**config.mk**
```make
export PLATFORM = sky130hd
export DESIGN_NAME = adc_cmd_sequencer
export DESIGN_NICKNAME = d
export VERILOG_FILES = /design/src/rtl/adc_seq_pkg.sv /design/src/rtl/adc_seq_slot_store.sv /design/src/rtl/adc_cmd_sequencer.sv
export SDC_FILE = /design/constraint.sdc
export NUM_CORES = 1
export LEC_CHECK = 0
export BUFFER_PORTS_ARGS = -buffer_cell sky130_fd_sc_hd__buf_2
export CAP_MARGIN = 20
export CORE_MARGIN = 8
export CORE_UTILIZATION = 51
export DETAILED_ROUTE_END_ITERATION = 8
export GPL_TIMING_DRIVEN = 0
export PLACE_DENSITY = 0.75
export SLEW_MARGIN = 20
export SYNTH_ARGS = -nofsm -noshare
export SYNTH_HDL_FRONTEND = slang
export SYNTH_HIERARCHICAL = 1
export SYNTH_SLANG_ARGS = --single-unit
export TNS_END_PERCENT = 10
```
**constraint.sdc**
```tcl
create_clock -name clock_clk -period 2.85 [get_ports clock_clk]
set_clock_uncertainty 0.15 [all_clocks]
set_input_delay 0.1425 -clock clock_clk [delete_from_list [all_inputs] [get_ports clock_clk]]
set_output_delay 0.1425 -clock clock_clk [all_outputs]
set_load 0.005 [all_outputs]
```
**src/rtl/adc_seq_pkg.sv**
```systemverilog
// Shared widths, FSM state type and a sizing helper for the ADC command sequencer.
// The optional averaging datapath is selected by the ADC_SEQ_AVG_EN macro.
package adc_seq_pkg;

    localparam int ADC_CH_W   = 5;
    localparam int ADC_DATA_W = 12;

    typedef enum logic [1:0] {
        IDLE = 2'd0,
        CMD  = 2'd1,
        RSP  = 2'd2
    } adc_seq_state_e;

    // Index width that stays at least one bit wide for single-entry tables.
    function automatic int idx_width(input int n);
        return (n > 1) ? $clog2(n) : 1;
    endfunction

endpackage

```
**src/rtl/adc_seq_slot_store.sv**
```systemverilog
// Per-slot sample registers, "written since reset" flags and the registered read port.
// Averaging over 2^AVG_LOG2 accepted samples is compiled in with ADC_SEQ_AVG_EN.
module adc_seq_slot_store
    import adc_seq_pkg::*;
#(
    parameter int NUM_SLOTS = 4,
    parameter int AVG_LOG2  = 2,
    localparam int SLOT_W   = idx_width(NUM_SLOTS)
)(
    input  logic                  clk_i,
    input  logic                  rst_i,
    input  logic                  wr_en_i,
    input  logic [SLOT_W-1:0]     wr_slot_i,
    input  logic [ADC_DATA_W-1:0] wr_data_i,
    input  logic [SLOT_W-1:0]     rd_slot_i,
    output logic [ADC_DATA_W-1:0] rd_data_o,
    output logic [NUM_SLOTS-1:0]  sample_valid_o
);

    logic [ADC_DATA_W-1:0] sample_q [NUM_SLOTS];
    logic [NUM_SLOTS-1:0]  valid_q;
    logic [ADC_DATA_W-1:0] rd_data_q;
    logic [ADC_DATA_W-1:0] rd_data_d;
    logic                  commit;
    logic [ADC_DATA_W-1:0] commit_data;

`ifdef ADC_SEQ_AVG_EN
    localparam int ACC_W = ADC_DATA_W + AVG_LOG2;
    localparam int CNT_W = (AVG_LOG2 > 0) ? AVG_LOG2 : 1;
    localparam logic [CNT_W-1:0] CNT_LAST = CNT_W'((1 << AVG_LOG2) - 1);

    logic [ACC_W-1:0] acc_q [NUM_SLOTS];
    logic [CNT_W-1:0] cnt_q [NUM_SLOTS];
    logic [ACC_W-1:0] acc_sel;
    logic [ACC_W-1:0] acc_sum;
    logic [CNT_W-1:0] cnt_sel;

    // The sample that completes a group is folded into the sum before the shift.
    always_comb begin
        acc_sel = '0;
        cnt_sel = '0;
        for (int k = 0; k < NUM_SLOTS; k++) begin
            if (wr_slot_i == SLOT_W'(k)) begin
                acc_sel = acc_q[k];
                cnt_sel = cnt_q[k];
            end
        end
        acc_sum     = acc_sel + ACC_W'(wr_data_i);
        commit      = wr_en_i && (cnt_sel == CNT_LAST);
        commit_data = ADC_DATA_W'(acc_sum >> AVG_LOG2);
    end

    always_ff @(posedge clk_i or posedge rst_i) begin
        if (rst_i) begin
            for (int k = 0; k < NUM_SLOTS; k++) begin
                acc_q[k] <= '0;
                cnt_q[k] <= '0;
            end
        end else if (wr_en_i) begin
            for (int k = 0; k < NUM_SLOTS; k++) begin
                if (wr_slot_i == SLOT_W'(k)) begin
                    acc_q[k] <= commit ? '0 : acc_sum;
                    cnt_q[k] <= commit ? '0 : cnt_q[k] + CNT_W'(1);
                end
            end
        end
    end
`else
    // Averaging depth has no effect without the averaging datapath.
    localparam int unused_avg_log2 = AVG_LOG2;

    assign commit      = wr_en_i;
    assign commit_data = wr_data_i;
`endif

    always_ff @(posedge clk_i or posedge rst_i) begin
        if (rst_i) begin
            for (int k = 0; k < NUM_SLOTS; k++) begin
                sample_q[k] <= '0;
            end
            valid_q <= '0;
        end else begin
            for (int k = 0; k < NUM_SLOTS; k++) begin
                if (commit && (wr_slot_i == SLOT_W'(k))) begin
                    sample_q[k] <= commit_data;
                    valid_q[k]  <= 1'b1;
                end
            end
        end
    end

    // A write landing on the slot being read bypasses into the read register.
    always_comb begin
        rd_data_d = '0;
        for (int k = 0; k < NUM_SLOTS; k++) begin
            if (rd_slot_i == SLOT_W'(k)) begin
                rd_data_d = sample_q[k];
            end
        end
        if (commit && (wr_slot_i == rd_slot_i)) begin
            rd_data_d = commit_data;
        end
    end

    always_ff @(posedge clk_i or posedge rst_i) begin
        if (rst_i) begin
            rd_data_q <= '0;
        end else begin
            rd_data_q <= rd_data_d;
        end
    end

    assign rd_data_o      = rd_data_q;
    assign sample_valid_o = valid_q;

endmodule

```
**src/rtl/adc_cmd_sequencer.sv**
```systemverilog
// Walks a fixed channel list issuing one ADC command per slot and captures the responses.
// Define ADC_SEQ_AVG_EN to average 2^AVG_LOG2 passes per slot before a sample is published.
module adc_cmd_sequencer
    import adc_seq_pkg::*;
#(
    parameter int                              NUM_SLOTS     = 4,
    parameter logic [ADC_CH_W*NUM_SLOTS-1:0]   SLOT_CHANNELS = {5'd4, 5'd3, 5'd2, 5'd1},
    parameter int                              TIMEOUT       = 1023,
    parameter int                              AVG_LOG2      = 2
)(
    input  logic                               clock_clk,
    input  logic                               reset_sink_reset,
    input  logic                               run,
    input  logic                               single,
    input  logic                               err_clear,
    output logic                               command_valid,
    output logic [ADC_CH_W-1:0]                command_channel,
    output logic                               command_startofpacket,
    output logic                               command_endofpacket,
    input  logic                               command_ready,
    input  logic                               response_valid,
    input  logic [ADC_CH_W-1:0]                response_channel,
    input  logic [ADC_DATA_W-1:0]              response_data,
    input  logic                               response_startofpacket,
    input  logic                               response_endofpacket,
    input  logic [idx_width(NUM_SLOTS)-1:0]    rd_slot,
    output logic [ADC_DATA_W-1:0]              rd_data,
    output logic [NUM_SLOTS-1:0]               sample_valid,
    output logic                               pass_done,
    output logic                               busy,
    output logic                               err_mismatch,
    output logic                               err_timeout
);

    localparam int SLOT_W = idx_width(NUM_SLOTS);
    localparam int TMO_W  = $clog2(TIMEOUT + 1);
    localparam logic [SLOT_W-1:0] LAST_SLOT = SLOT_W'(NUM_SLOTS - 1);
    localparam logic [TMO_W-1:0]  TMO_LAST  = TMO_W'(TIMEOUT - 1);

    adc_seq_state_e      state_q, state_d;
    logic [SLOT_W-1:0]   slot_q, slot_d;
    logic [TMO_W-1:0]    tmo_q, tmo_d;
    logic                pass_done_q, pass_done_d;
    logic                err_mm_q, err_mm_d;
    logic                err_to_q, err_to_d;
    logic [ADC_CH_W-1:0] cur_ch;
    logic                set_mm;
    logic                set_to;
    logic                wr_en;
    logic                advance;

    // Packet framing is owned by the ADC core and is deliberately not checked here.
    logic unused_rsp_framing;
    assign unused_rsp_framing = response_startofpacket ^ response_endofpacket;

    always_comb begin
        cur_ch = '0;
        for (int k = 0; k < NUM_SLOTS; k++) begin
            if (slot_q == SLOT_W'(k)) begin
                cur_ch = SLOT_CHANNELS[k*ADC_CH_W +: ADC_CH_W];
            end
        end
    end

    // A response outside RSP is a protocol error; in RSP the timeout counter runs
    // until either a response or the TIMEOUT-th cycle ends the slot.
    always_comb begin
        state_d     = state_q;
        slot_d      = slot_q;
        tmo_d       = tmo_q;
        pass_done_d = 1'b0;
        set_mm      = 1'b0;
        set_to      = 1'b0;
        wr_en       = 1'b0;
        advance     = 1'b0;
        unique case (state_q)
            IDLE: begin
                set_mm = response_valid;
                if (run || single) begin
                    state_d = CMD;
                    slot_d  = '0;
                end
            end
            CMD: begin
                set_mm = response_valid;
                if (command_ready) begin
                    state_d = RSP;
                    tmo_d   = '0;
                end
            end
            RSP: begin
                if (response_valid) begin
                    wr_en   = (response_channel == cur_ch);
                    set_mm  = (response_channel != cur_ch);
                    advance = 1'b1;
                end else if (tmo_q == TMO_LAST) begin
                    set_to  = 1'b1;
                    advance = 1'b1;
                end else begin
                    tmo_d = tmo_q + 1'b1;
                end
            end
            default: state_d = IDLE;
        endcase

        if (advance) begin
            if (slot_q == LAST_SLOT) begin
                pass_done_d = 1'b1;
                slot_d      = '0;
                state_d     = run ? CMD : IDLE;
            end else begin
                slot_d  = slot_q + 1'b1;
                state_d = CMD;
            end
        end
    end

    // A new error event outranks a simultaneous clear.
    assign err_mm_d = set_mm | (err_mm_q & ~err_clear);
    assign err_to_d = set_to | (err_to_q & ~err_clear);

    always_ff @(posedge clock_clk or posedge reset_sink_reset) begin
        if (reset_sink_reset) begin
            state_q     <= IDLE;
            slot_q      <= '0;
            tmo_q       <= '0;
            pass_done_q <= 1'b0;
            err_mm_q    <= 1'b0;
            err_to_q    <= 1'b0;
        end else begin
            state_q     <= state_d;
            slot_q      <= slot_d;
            tmo_q       <= tmo_d;
            pass_done_q <= pass_done_d;
            err_mm_q    <= err_mm_d;
            err_to_q    <= err_to_d;
        end
    end

    adc_seq_slot_store #(
        .NUM_SLOTS (NUM_SLOTS),
        .AVG_LOG2  (AVG_LOG2)
    ) u_slot_store (
        .clk_i          (clock_clk),
        .rst_i          (reset_sink_reset),
        .wr_en_i        (wr_en),
        .wr_slot_i      (slot_q),
        .wr_data_i      (response_data),
        .rd_slot_i      (rd_slot),
        .rd_data_o      (rd_data),
        .sample_valid_o (sample_valid)
    );

    // Command fields are forced to zero outside CMD so reset and idle read as all-zero.
    assign command_valid         = (state_q == CMD);
    assign command_channel       = command_valid ? cur_ch : '0;
    assign command_startofpacket = command_valid && (slot_q == '0);
    assign command_endofpacket   = command_valid && (slot_q == LAST_SLOT);
    assign busy                  = (state_q != IDLE);
    assign pass_done             = pass_done_q;
    assign err_mismatch          = err_mm_q;
    assign err_timeout           = err_to_q;

endmodule

```
# After elaboration in Yosys (flattened, before gate mapping)
# Index checks and enable logic that the tools add are counted.
# word_totals
reg_bits,81
input_bits,28
out_inout_bits,28
word_cells,94
# op_classes
add_sub_neg,2
n_eq_ne,18
muxes,35
n_bitwise,5
reduce_logical,19
# op_table
op,count
$mux 12,5
$mux 10,3
$mux 5,4
$pmux 10 s2,1
$mux 2,7
$mux 1,13
$add 10x1->10 const B,1
$eq 10x10->1 const B,1
$eq 2x2->1 const B,5
$reduce_bool 2->1,4
$logic_and 1x1->1,7
$eq 2x1->1 const B,3
$logic_not 2->1,3
$ne 2x2->1 const B,3
$pmux 2 s3,1
$eq 5x5->1,1
$ne 5x5->1,1
$reduce_and 4->1,1
$ne 3x1->1 const B,1
$ne 3x3->1 const B,1
$reduce_and 3->1,1
$add 2x1->2 const B,1
$and 1x1->1,2
$eq 2x2->1,1
7 further kinds,8

# Logic depth before layout (Yosys ltp)
# Gate-level depths: netlist (run 1).
# logic_depth
word_depth,10
depth_mapped,9
depth_no_buf,8

# By module
# The synthesis (run 1) kept the hierarchy.
# by_module_without_submodules
mod,n_inst,cells_each,area_per_inst_um2,seq_area_each_um2
adc_seq_slot_store,1,155,2718.9,1601.5
adc_cmd_sequencer,1,119,1097.3,425.4

# Least setup slack after synthesis (run 1)
# No wires, ideal clock.
# synth_timing
kind,register -> register
start,register slot_q[0]
end,register u_slot_store/sample_q[36] (netlist name)
setup_time_ns,0.125
t_arrival_ns,2.904
t_required_ns,2.575
path_slack_ns,-0.329
stages_incl_launch_ff,10
path_buffers,1
period_less_slack_ns,3.179
cell_sequence,dfrtp_1 -> inv_1 -> ha_1 -> or3_1 -> a211o_1 -> a2111oi_2 -> and3_1 -> nor3b_2 -> buf_2 -> mux2_2
# synth_between
elab_chain_len,9
word_cells_on_any_way,12
classes_between,4 x eq/ne; 6 x mux; 2 x reduce/logical
# synth_lines
element,line_no,text
"start, declared",adc_cmd_sequencer.sv:41,"logic [SLOT_W-1:0] slot_q, slot_d;"
"start signal, assigned",adc_cmd_sequencer.sv:132,slot_q <= slot_d;
$logic_not 2->1,adc_cmd_sequencer.sv:59,if (slot_q == SLOT_W'(k)) begin
$mux 1,adc_cmd_sequencer.sv:59,
$mux 5 (2 in series),adc_cmd_sequencer.sv:59,
$mux 5 (*),adc_cmd_sequencer.sv:59,
$eq 5x5->1 (*),adc_cmd_sequencer.sv:93,wr_en = (response_channel == cur_ch);
$mux 1 (*),adc_cmd_sequencer.sv:92,if (response_valid) begin
$mux 1 (*),adc_cmd_sequencer.sv:76,unique case (state_q)
named net wr_en,adc_cmd_sequencer.sv:49,logic wr_en;
$logic_and 1x1->1 (*),adc_seq_slot_store.sv:84,if (commit && (wr_slot_i == SLOT_W'(k))) begin
"end signal, assigned by index",adc_seq_slot_store.sv:85,sample_q[k] <= commit_data;
"end, declared",adc_seq_slot_store.sv:20,logic [ADC_DATA_W-1:0] sample_q [NUM_SLOTS];
# Mark *: on every way through the listed nets, which the timed path passes. The rest lies on a longest branch.
# A chain may end at the register's enable or synchronous reset.

# Worst setup path in the final report (run 1)
# layout_timing
start,register slot_q[1]
end,register u_slot_store/sample_q[11] (netlist name)
# Same word-level chain as after synthesis.

==> results of run 1 <==
## placed cells by master (no fill, tap or decap), types with 3 or more instances in the layout
cell and instances:
and2_1 8, buf_2 53, buf_4 7, buf_6 6, clkbuf_8 9, dfrtp_1 79
dlygate4sd3_1 18, ha_1 4, inv_1 7, mux2_2 41, mux2_4 19, mux4_2 10
nand2_1 9, nand2b_1 6, nand3_1 6, nand3b_1 3, nand4_1 5, nor2_1 6
o211ai_1 5, o21ai_0 5, or4_1 5
## path summary, 6_finish.rpt
kind,start,to,depth (start not counted)
max,slot_q[1],u_slot_store/sample_q[11],8
min,rd_slot[1],u_slot_store/rd_data_o[11],3
max reg2reg,slot_q[1],u_slot_store/sample_q[11],8
min reg2reg,u_slot_store/sample_valid_o[1],u_slot_store/sample_valid_o[1],1
max in group asynchronous,reset_sink_reset,slot_q[1],3
min in group asynchronous,reset_sink_reset,u_slot_store/rd_data_o[8],3
## power by group through the flow
stage | clock network (mW) | registers [mW] | logic, mW
detailed placement | 0 | 1.38 | 0.599
finish | 0.911 | 1.34 | 0.679
global route | 0.979 | 1.35 | 0.749
global placement | 0 | 1.38 | 0.581
CTS | 0.932 | 1.34 | 0.689
floorplan | 0 | 1.36 | 0.417
## worst reg2reg max path, stage by stage, from the launching register on
cell and delay [ns]:
dfrtp_2 0.45, ha_4 0.17, or3_1 0.34, a211o_1 0.29, a2111oi_4 0.36, and3_4 0.28, nand3_1 0.22, buf_4 0.27
mux2_2 0.28
## cells by family after synthesis
| logic type | Yosys count |
|---|---|
| muxes | 73 |
| xor gates and xnor gates | 3 |
| DFF | 81 |
| AOI/OAI and AO/OA | 27 |
| adders and majority gates | 6 |
| buffers and inverters | 23 |
| and+or+nand+nor | 60 |
| other | 1 |
## synth_stat cells (2+ instances only)
| master | number | area, µm² |
|---|---|---|
| mux2_4 | 10 | 150.1 |
| nand4_1 | 5 | 31.28 |
| dfrtp_1 | 81 | 2027 |
| ha_1 | 6 | 75.07 |
| or2_2 | 2 | 12.51 |
| nand3_1 | 6 | 30.03 |
| or4_1 | 5 | 37.54 |
| nor3_1 | 2 | 10.01 |
| mux4_2 | 10 | 225.2 |
| o21ai_0 | 5 | 25.02 |
| a31o_2 | 2 | 17.52 |
| inv_1 | 10 | 37.54 |
| buf_6 | 2 | 22.52 |
| a211oi_1 | 2 | 15.01 |
| and2_1 | 8 | 50.05 |
| buf_4 | 4 | 30.03 |
| and4_1 | 2 | 17.52 |
| nor2_1 | 6 | 22.52 |
| nand3b_1 | 3 | 22.52 |
| xnor2_1 | 2 | 17.52 |
| mux2_2 | 50 | 563.0 |
| buf_2 | 6 | 30.03 |
| mux4_1 | 2 | 52.55 |
| nand2_1 | 9 | 33.78 |
| nand2b_1 | 6 | 37.54 |
| a21oi_1 | 2 | 10.01 |
| a211o_1 | 2 | 17.52 |
| nor2b_1 | 2 | 12.51 |
| o211ai_1 | 5 | 37.54 |
## flip-flops by register name, summed over array words and instances, names as in the netlist
| name | cells |
|---|---|
| err_mismatch | 1 |
| err_timeout | 1 |
| pass_done | 1 |
| slot_q | 2 |
| state_q | 2 |
| tmo_q | 10 |
| u_slot_store/rd_data_o | 12 |
| u_slot_store/sample_q | 48 |
| u_slot_store/sample_valid_o | 4 |
## cell type report
class,instances,area (µm²)
repair buffers,73,478.0
clock inverters,6,92.59
well taps,99,123.9
multi-input cells,171,1752
fillers,565,2500
flip-flops and latches,81,2029
clock buffers,9,123.9
inverters,10,42.54
plain buffers,13,111.4
## per-stage QoR
stage | setup WS, ns | setup TNS, ns
after floorplan | -0.01791 | -0.1612
after global placement | -0.3584 | -13.66
final | -0.07363 | -1.496
after global routing | -0.1857 | -6.125
after CTS | -0.07639 | -1.595
after detailed placement | -0.4024 | -15.70
## metal layers
layer  wire (µm)  part of all wire, %  global-route usage, %
met1        3432                   45                  20.40
met2        3684                   49                  25.52
met3         318                  4.2                  3.511
met4         155                  2.0                  7.562
met5           0                    0                      0
## what timing repair did
| item | CTS | global route |
|---|---|---|
| gates resized for setup | 9 | 0 |
| endpoints found under the hold margin | 137 | 0 |
| buffers inserted | 3 | 0 |
| hold buffers | 18 | 0 |
| endpoints found under the setup margin | 62 | 49 |
==> run summary, run 1 <==
Proportion of synthesized chip area in sequential cells - 53.11%
CTS Sinks - 81
Portion of the clock cycle consumed by the worst path in the final layout - 102.6%
Setup repair after global routing missed its margin - true
Final Util - 65.53%
Worst-path cell chain - ha_4 -> or3_1 -> a211o_1 -> a2111oi_4 -> and3_4 -> nand3_1 -> buf_4 -> mux2_2
Antenna diodes - 0
Number of storage elements in the synthesis netlist - 81
Cell type of the slowest stage on the worst timing path - dfrtp_2
Top-level I/O count - 56
DRC violation count after routing - 0
Std-Cell Rows - 31
Number of buffers created by CTS - 9
Final routed wire length divided by cell count - 16.43 µm
Placed cell count - 426
Hold_ws - 0.08750 ns
Clock insertion delay at the later pin of the skew report - 0.35 ns
Overall Power - 2.929 mW
Final HPWL DP - 5.125 mm
Mean instance size in the synthesized netlist - 13.93 µm²
Power share of the combinational group - 23.2%
Count of yosys warnings during synthesis - 6
Critical path required time - 2.94 ns
Predominant post-synthesis flop cell - dfrtp_1
Count of distinct cell types in the synthesized netlist - 46
Layout Cells excl Fill - 462
DRT Pass-1 Iters - 4
First-pass GRT wire length - 12.83 mm
Root Buffer Master - clkbuf_8
Ratio of cells with drive above 1 in the final layout - 46.01%
Chip Height - 102.5 µm
Switching power summed over all nets - 0.8239 mW
Min cycle time layout - 2.924 ns
Pwr/cell area - 616.1 mW/mm²
Placed instance area - 0.004298 mm²
Internal portion of total power - 2.105 mW
Cell area after synthesis - 0.003816 mm²
Number of enable flip-flop cells after synthesis - 0
Antenna-violating nets left - 0
LEAKAGE - 2.403 nW
Violated checks - setup timing
Area of all placed cells without fillers - 0.004753 mm²
Maximum VDD drop - 0.0002623 V
Input/output buffers - 51
Dominant delay contributor by cell family on the critical path - simple AND/OR/NAND/NOR gates
Total of endpoints with negative setup slack in the final report - 36
Worst relative slew slack - 55.53%
Sequential Power Share - 45.7%
Combinational family with the most area after synthesis - multiplexers
Number of global-route vias before repair - 2,580
Critical path type - reg -> reg
Growth of design area from synthesis to finish - 24.56%
Max-cap violations - 0
Clock tree from TritonCTS - yes
Slew of the pin with the lowest slew margin - 0.6662 ns
Antenna violations before repair - 0
Post-Synth XOR/XNOR Area - 0.6885%
H-tree depth - 3
Share of synthesized cell area in full adder, half adder and majority cells - 1.967%
Share of async-settable or async-resettable flops after synthesis - 100.0%
Detailed Route Iter0 Violations - 86
Maximum number of pins on one net before global-route repair - 34
Standard cell core area - 0.007253 mm²
Largest stage delay on the critical path - 0.45 ns
Buffer depth of the longest clock path - 2
Total grt overflow - 0
Final RePlAce weighted congestion - 0.8449
Multiplexer area fraction after synthesis - 26.23%
Sw frac - 28.13%
Max-slew violation count - 0
Worst Path Buf+Inv - 1
X dimension of the die - 102.5 µm
Share of synthesized cell area in and, or, nand and nor gates - 9.180%
CP max FO - 10
Global Route Usage Sum - 16.04%
Clock-pin slew on the worst setup and hold paths - 0.08 ns
CP Data Arrival Time - 3.01 ns
Post-synthesis compound-gate area fraction - 5.475%
Reg2reg setup slack - -0.07 ns
Outcome - finished, violations left
Worst setup EP type - register
Count of mapped cells out of synthesis - 274
Starting density of the core - 52.61%
Area enclosed by the die boundary - 0.01051 mm²
Final hold violation count - 0
Critical Path Start Type - register
DRT Wirelength - 7.591 mm
Layout Nets - 393
DR vias/cell - 5.405
Clock network fraction of design power - 31.1%
Achievable clock frequency - 0.3420 GHz
Via count - 2,497
Type of the tightest min-delay check - in -> reg
Crit path setup slack, layout - -0.07363 ns
Power figures use the tool's default switching activity.
==> run 2: changes to the inputs <==
--- a/config.mk
+++ b/config.mk
@@ -8,10 +8,11 @@
 export BUFFER_PORTS_ARGS = -buffer_cell sky130_fd_sc_hd__buf_2
 export CAP_MARGIN = 20
 export CORE_MARGIN = 8
-export CORE_UTILIZATION = 51
+export CORE_UTILIZATION = 53
+export CTS_BUF_LIST = sky130_fd_sc_hd__clkbuf_4
 export DETAILED_ROUTE_END_ITERATION = 8
 export GPL_TIMING_DRIVEN = 0
-export PLACE_DENSITY = 0.75
+export PLACE_DENSITY = 0.78
 export SLEW_MARGIN = 20
 export SYNTH_ARGS = -nofsm -noshare
 export SYNTH_HDL_FRONTEND = slang
==> run summary, run 2 (same netlist as run 1, synthesis figures left out) <==
Reg2reg setup slack - -0.05 ns (was -0.07 ns)
Input/output buffers - 51 (unchanged)
Crit path setup slack, layout - -0.05263 ns (was -0.07363 ns)
Total of endpoints with negative setup slack in the final report - 22 (was 36)
H-tree depth - 3 (unchanged)
X dimension of the die - 100.9 µm (was 102.5 µm)
Via count - 2,515 (was 2,497)
Antenna violations before repair - 0 (unchanged)
DRT Pass-1 Iters - 4 (unchanged)
Growth of design area from synthesis to finish - 24.20% (was 24.56%)
Worst-path cell chain - ha_4 -> or3_1 -> a211o_1 -> a2111oi_4 -> and3_4 -> nor3b_4 -> buf_6 -> mux2_4 (was ha_4 -> or3_1 -> a211o_1 -> a2111oi_4 -> and3_4 -> nand3_1 -> buf_4 -> mux2_2)
Layout Nets - 395 (was 393)
Largest stage delay on the critical path - 0.46 ns (was 0.45 ns)
Std-Cell Rows - 31 (unchanged)
Min cycle time layout - 2.903 ns (was 2.924 ns)
Antenna-violating nets left - 0 (unchanged)
Final TNS setup - -0.5706 ns (was -1.496 ns)
Achievable clock frequency - 0.3445 GHz (was 0.3420 GHz)
Most common cell after layout, fill and taps aside - dfrtp_1 (unchanged)
Max-slew violation count - 0 (unchanged)
Final RePlAce weighted congestion - 0.8674 (was 0.8449)
Cell type of the slowest stage on the worst timing path - dfrtp_2 (unchanged)
Number of global-route vias before repair - 2,653 (was 2,580)
Max-cap violations - 0 (unchanged)
Ratio of cells with drive above 1 in the final layout - 45.90% (was 46.01%)
CP Data Arrival Time - 3.07 ns (was 3.01 ns)
Number of cells traversed by the worst hold path - 3 (unchanged)
Global Route Usage Sum - 16.76% (was 16.04%)
Clock-pin slew on the worst setup and hold paths - 0.13 ns (was 0.08 ns)
Critical path required time - 3.02 ns (was 2.94 ns)
Maximum VDD drop - 0.0004231 V (was 0.0002623 V)
Detailed Route Iter0 Violations - 90 (was 86)
Overall Power - 2.815 mW (was 2.929 mW)
Outcome - finished, violations left (unchanged)
Setup repair after global routing missed its margin - true (unchanged)
Slew of the pin with the lowest slew margin - 0.6688 ns (was 0.6662 ns)
Final routed wire length divided by cell count - 17.10 µm (was 16.43 µm)
Starting density of the core - 53.76% (was 52.61%)
Final HPWL DP - 5.392 mm (was 5.125 mm)
Critical path type - reg -> reg (unchanged)
Register with the highest flop count - u_slot_store/sample_q (unchanged)
Clock tree from TritonCTS - yes (unchanged)
Max FFs per register - 48 (unchanged)
Capturing point of the worst reg2reg path - u_slot_store/sample_q[42] (was u_slot_store/sample_q[11])
LEAKAGE - 2.406 nW (was 2.403 nW)
Timing endpoint of the critical path - u_slot_store/sample_q[42] (was u_slot_store/sample_q[11])
Most frequent cells in the layout - 79 x dfrtp_1, 53 x buf_2, 41 x mux2_2, 20 x dlygate4sd3_1, 19 x mux2_4 (was 79 x dfrtp_1, 53 x buf_2, 41 x mux2_2, 19 x mux2_4, 18 x dlygate4sd3_1)
Chip Height - 100.9 µm (was 102.5 µm)
CP max FO - 10 (unchanged)
Pwr/cell area - 593.9 mW/mm² (was 616.1 mW/mm²)
Standard cell core area - 0.007098 mm² (was 0.007253 mm²)
Startpoint of the worst-slack reg-to-reg timing path - slot_q[1] (unchanged)
Final hold violation count - 0 (unchanged)
Top-level I/O count - 56 (unchanged)
Worst setup EP type - register (unchanged)
Antenna diodes - 0 (unchanged)
Startpoint of the most critical setup path - slot_q[1] (unchanged)
Area enclosed by the die boundary - 0.01017 mm² (was 0.01051 mm²)
DRT Wirelength - 7.950 mm (was 7.591 mm)
Buffer depth of the longest clock path - 2 (unchanged)
Maximum number of pins on one net before global-route repair - 57 (was 34)
Root Buffer Master - clkbuf_4 (was clkbuf_8)
Violated checks - setup timing (unchanged)
Stages on the worst setup path - 8 (unchanged)
Type of the tightest min-delay check - in -> reg (unchanged)
Number of buffers created by CTS - 9 (unchanged)
R2R cell count - 8 (unchanged)
Clock insertion delay at the later pin of the skew report - 0.42 ns (was 0.35 ns)
CTS Sinks - 81 (unchanged)
DR vias/cell - 5.409 (was 5.405)
Worst relative slew slack - 55.36% (was 55.53%)
Worst Path Buf+Inv - 1 (unchanged)
Dominant delay contributor by cell family on the critical path - simple AND/OR/NAND/NOR gates (unchanged)
First-pass GRT wire length - 13.15 mm (was 12.83 mm)
Total grt overflow - 0 (unchanged)
DRC violation count after routing - 0 (unchanged)
Critical Path Start Type - register (unchanged)
Portion of the clock cycle consumed by the worst path in the final layout - 101.8% (was 102.6%)
==> run 2: timing repair <==
action / CTS / global route
hold buffers: 19 / 1
resized for setup: 10 / 1
setup endpoints to repair: 62 / 49
setup buffers: 3 / 0
endpoints found under the hold margin: 144 / 5
pin swaps: 0 / 1
==> run 2: worst min path at each step <==
stage,start,end,slack [ns]
3_3_place_gp,reset_sink_reset,state_q[1],0.14
6_report,rd_slot[1],u_slot_store/rd_data_o[11],0.03
2_1_floorplan,reset_sink_reset,err_mismatch,-0.08
4_1_cts,reset_sink_reset,u_slot_store/sample_q[36],0.003
3_5_place_dp,reset_sink_reset,u_slot_store/rd_data_o[11],-0.07
5_1_grt,rd_slot[1],u_slot_store/rd_data_o[11],0.03
==> run 2: worst min-delay path, cell delays in order <==
cell,delay [ns]
buf_2,0.13
mux4_1,0.16
mux2_2,0.14
==> run 2: metal layers <==
metal	global-route usage, %	up-vias	routed length, µm
met4	7.791	0	175
li1	-	1183	-
met1	20.48	1270	3555
met3	2.970	14	254
met5	0	-	0
met2	28.07	48	3964
==> run 2: stage by stage <==
step	utilization, %	hold slack (ns)	area, µm²	instances	setup slack [ns]
finish	66.77	0.02768	4740	465	-0.05263
global placement	60.23	0.1373	4275	425	-0.3405
floorplan	-	-0.08157	3896	275	-0.01791
detailed placement	60.66	-0.07433	4305	426	-0.3879
global route	66.77	0.02601	4740	465	-0.1593
CTS	66.58	0.002979	4726	464	-0.05813
==> run 2: layout make-up <==
| type | instances | area [µm²] |
|---|---|---|
| fillers | 528 | 2359 |
| flip-flops and latches | 81 | 2029 |
| multi-input cells | 171 | 1757 |
| repair buffers | 75 | 505.5 |
| well taps | 99 | 123.9 |
| plain buffers | 13 | 115.1 |
| clock inverters | 7 | 98.84 |
| clock buffers | 9 | 67.56 |
| inverters | 10 | 42.54 |
==> run 2: power by group <==
part,switching [mW],internal (mW),total (mW),leakage [nW]
Sequential,0.0821,1.26,1.34,1.12
Combinational,0.336,0.357,0.693,1.20
Clock,0.418,0.364,0.782,0.0890
==> run 3: changes to the inputs <==
--- a/config.mk
+++ b/config.mk
@@ -13,6 +13,7 @@
 export DETAILED_ROUTE_END_ITERATION = 8
 export GPL_TIMING_DRIVEN = 0
 export PLACE_DENSITY = 0.78
+export RECOVER_POWER = 25
 export SLEW_MARGIN = 20
 export SYNTH_ARGS = -nofsm -noshare
 export SYNTH_HDL_FRONTEND = slang
==> run summary, run 3 (same netlist as run 1, synthesis figures left out) <==
Clock-pin slew on the worst setup and hold paths - 0.12 ns (was 0.13 ns)
DR vias/cell - 5.417 (was 5.409)
Final HPWL DP - 5.392 mm (unchanged)
Via count - 2,519 (was 2,515)
Portion of the clock cycle consumed by the worst path in the final layout - 102.0% (was 101.8%)
Slew of the pin with the lowest slew margin - 1.203 ns (was 0.6688 ns)
Final routed wire length divided by cell count - 17.11 µm (was 17.10 µm)
Final RePlAce weighted congestion - 0.8674 (unchanged)
Root Buffer Master - clkbuf_4 (unchanged)
Overall Power - 2.803 mW (was 2.815 mW)
Most common cell after layout, fill and taps aside - dfrtp_1 (unchanged)
Pwr/cell area - 596.8 mW/mm² (was 593.9 mW/mm²)
Ratio of cells with drive above 1 in the final layout - 41.80% (was 45.90%)
Layout Nets - 395 (unchanged)
CTS Sinks - 81 (unchanged)
Register with the highest flop count - u_slot_store/sample_q (unchanged)
DRT Wirelength - 7.957 mm (was 7.950 mm)
Worst setup EP type - register (unchanged)
H-tree depth - 3 (unchanged)
X dimension of the die - 100.9 µm (unchanged)
Violated checks - setup timing (unchanged)
Capturing point of the worst reg2reg path - u_slot_store/sample_q[47] (was u_slot_store/sample_q[42])
Final hold violation count - 0 (unchanged)
Startpoint of the worst-slack reg-to-reg timing path - slot_q[1] (unchanged)
Chip Height - 100.9 µm (unchanged)
Max-slew violation count - 0 (unchanged)
Outcome - finished, violations left (unchanged)
Critical Path Start Type - register (unchanged)
Total of endpoints with negative setup slack in the final report - 25 (was 22)
DRT Pass-1 Iters - 4 (unchanged)
CP Data Arrival Time - 3.07 ns (about the same)
Area enclosed by the die boundary - 0.01017 mm² (unchanged)
Worst relative slew slack - 19.81% (was 55.36%)
Critical path type - reg -> reg (unchanged)
Min cycle time layout - 2.906 ns (was 2.903 ns)
Max-cap violations - 0 (unchanged)
Detailed Route Iter0 Violations - 60 (was 90)
Maximum number of pins on one net before global-route repair - 57 (unchanged)
Clock insertion delay at the later pin of the skew report - 0.42 ns (about the same)
Antenna diodes - 0 (unchanged)
Antenna-violating nets left - 0 (unchanged)
Number of buffers created by CTS - 9 (unchanged)
Buffer depth of the longest clock path - 2 (unchanged)
Placed cell count - 426 (unchanged)
Setup repair after global routing missed its margin - true (unchanged)
Type of the tightest min-delay check - in -> reg (unchanged)
Maximum VDD drop - 0.0004207 V (was 0.0004231 V)
Clock tree from TritonCTS - yes (unchanged)
First-pass GRT wire length - 13.15 mm (unchanged)
Critical path required time - 3.01 ns (was 3.02 ns)
Max FFs per register - 48 (unchanged)
Timing endpoint of the critical path - u_slot_store/sample_q[47] (was u_slot_store/sample_q[42])
Startpoint of the most critical setup path - slot_q[1] (unchanged)
Final TNS setup - -0.7003 ns (was -0.5706 ns)
Setup WS pre-CTS - -0.3879 ns (unchanged)
R2R cell count - 8 (unchanged)
Standard cell core area - 0.007098 mm² (unchanged)
Most frequent cells in the layout - 79 x dfrtp_1, 41 x mux2_2, 39 x buf_2, 20 x dlygate4sd3_1, 19 x mux2_4 (was 79 x dfrtp_1, 53 x buf_2, 41 x mux2_2, 20 x dlygate4sd3_1, 19 x mux2_4)
Global Route Usage Sum - 16.76% (unchanged)
Number of global-route vias before repair - 2,653 (unchanged)
LEAKAGE - 2.331 nW (was 2.406 nW)
DRC violation count after routing - 0 (unchanged)
Start point of the worst min-delay path - rd_slot[1] (unchanged)
Antenna violations before repair - 0 (unchanged)
Reg2reg setup slack - -0.06 ns (was -0.05 ns)
Growth of design area from synthesis to finish - 23.08% (was 24.20%)
Std-Cell Rows - 31 (unchanged)
Input/output buffers - 51 (unchanged)
Total grt overflow - 0 (unchanged)
Achievable clock frequency - 0.3441 GHz (was 0.3445 GHz)
CP max FO - 10 (unchanged)
Top-level I/O count - 56 (unchanged)
Layout Cells excl Fill - 465 (unchanged)
Crit path setup slack, layout - -0.05593 ns (was -0.05263 ns)
Starting density of the core - 53.76% (unchanged)
[run 3: critical path: stages, from the launching register on]
cell	delay [ns]
dfrtp_2	0.46
ha_4	0.17
or3_1	0.34
a211o_1	0.30
a2111oi_4	0.35
and3_4	0.28
nor3b_4	0.23
buf_6	0.22
mux2_4	0.31
[run 3: worst min path at each step]
stage                                 end  slack (ns)  cells after the start
2_1_floorplan                err_mismatch       -0.08                      1
4_1_cts         u_slot_store/sample_q[36]       0.003                      3
3_5_place_dp   u_slot_store/rd_data_o[11]       -0.07                      2
6_report       u_slot_store/rd_data_o[11]        0.03                      3
3_3_place_gp                   state_q[1]        0.14                      2
5_1_grt        u_slot_store/rd_data_o[11]        0.03                      3
[run 3: final cells by class]
type / count / area, µm²
Multi-Input combinational cell: 171 / 1757
Clock inverter: 7 / 98.84
Fill cell: 538 / 2401
Tap cell: 99 / 123.9
Buffer: 13 / 115.1
Timing Repair Buffer: 75 / 464.2
Inverter: 10 / 41.29
Clock buffer: 9 / 67.56
Sequential cell: 81 / 2029
[run 3: power by group]
group	switching, mW	internal (mW)	leakage, nW	total (mW)
combinational	0.335	0.348	1.13	0.683
clock	0.416	0.364	0.0890	0.780
sequential	0.0825	1.26	1.12	1.34
total	0.833	1.97	2.33	2.80
[run 3: through the flow]
step | instance area, µm² | hold slack [ns] | util (%)
finish | 4697 | 0.03204 | 66.17
global route | 4697 | 0.02601 | 66.17
CTS | 4726 | 0.002979 | 66.58
global placement | 4275 | 0.1373 | 60.23
floorplan | 3896 | -0.08157 | -
detailed placement | 4305 | -0.07433 | 60.66
[run 3: metal layers]
metal	GRT usage (%)	part of all wire, %
met3	2.970	3.8
met1	20.48	44
met5	0	0
met4	7.791	1.8
met2	28.07	50
[run 3: what timing repair did]
action | 4_1_cts | 5_1_grt
buffers inserted | 3 | 0
resized for setup | 10 | 1
hold buffers | 19 | 1
endpoints found under the hold margin | 144 | 5
pin swaps | 0 | 1
endpoints found under the setup margin | 62 | 49
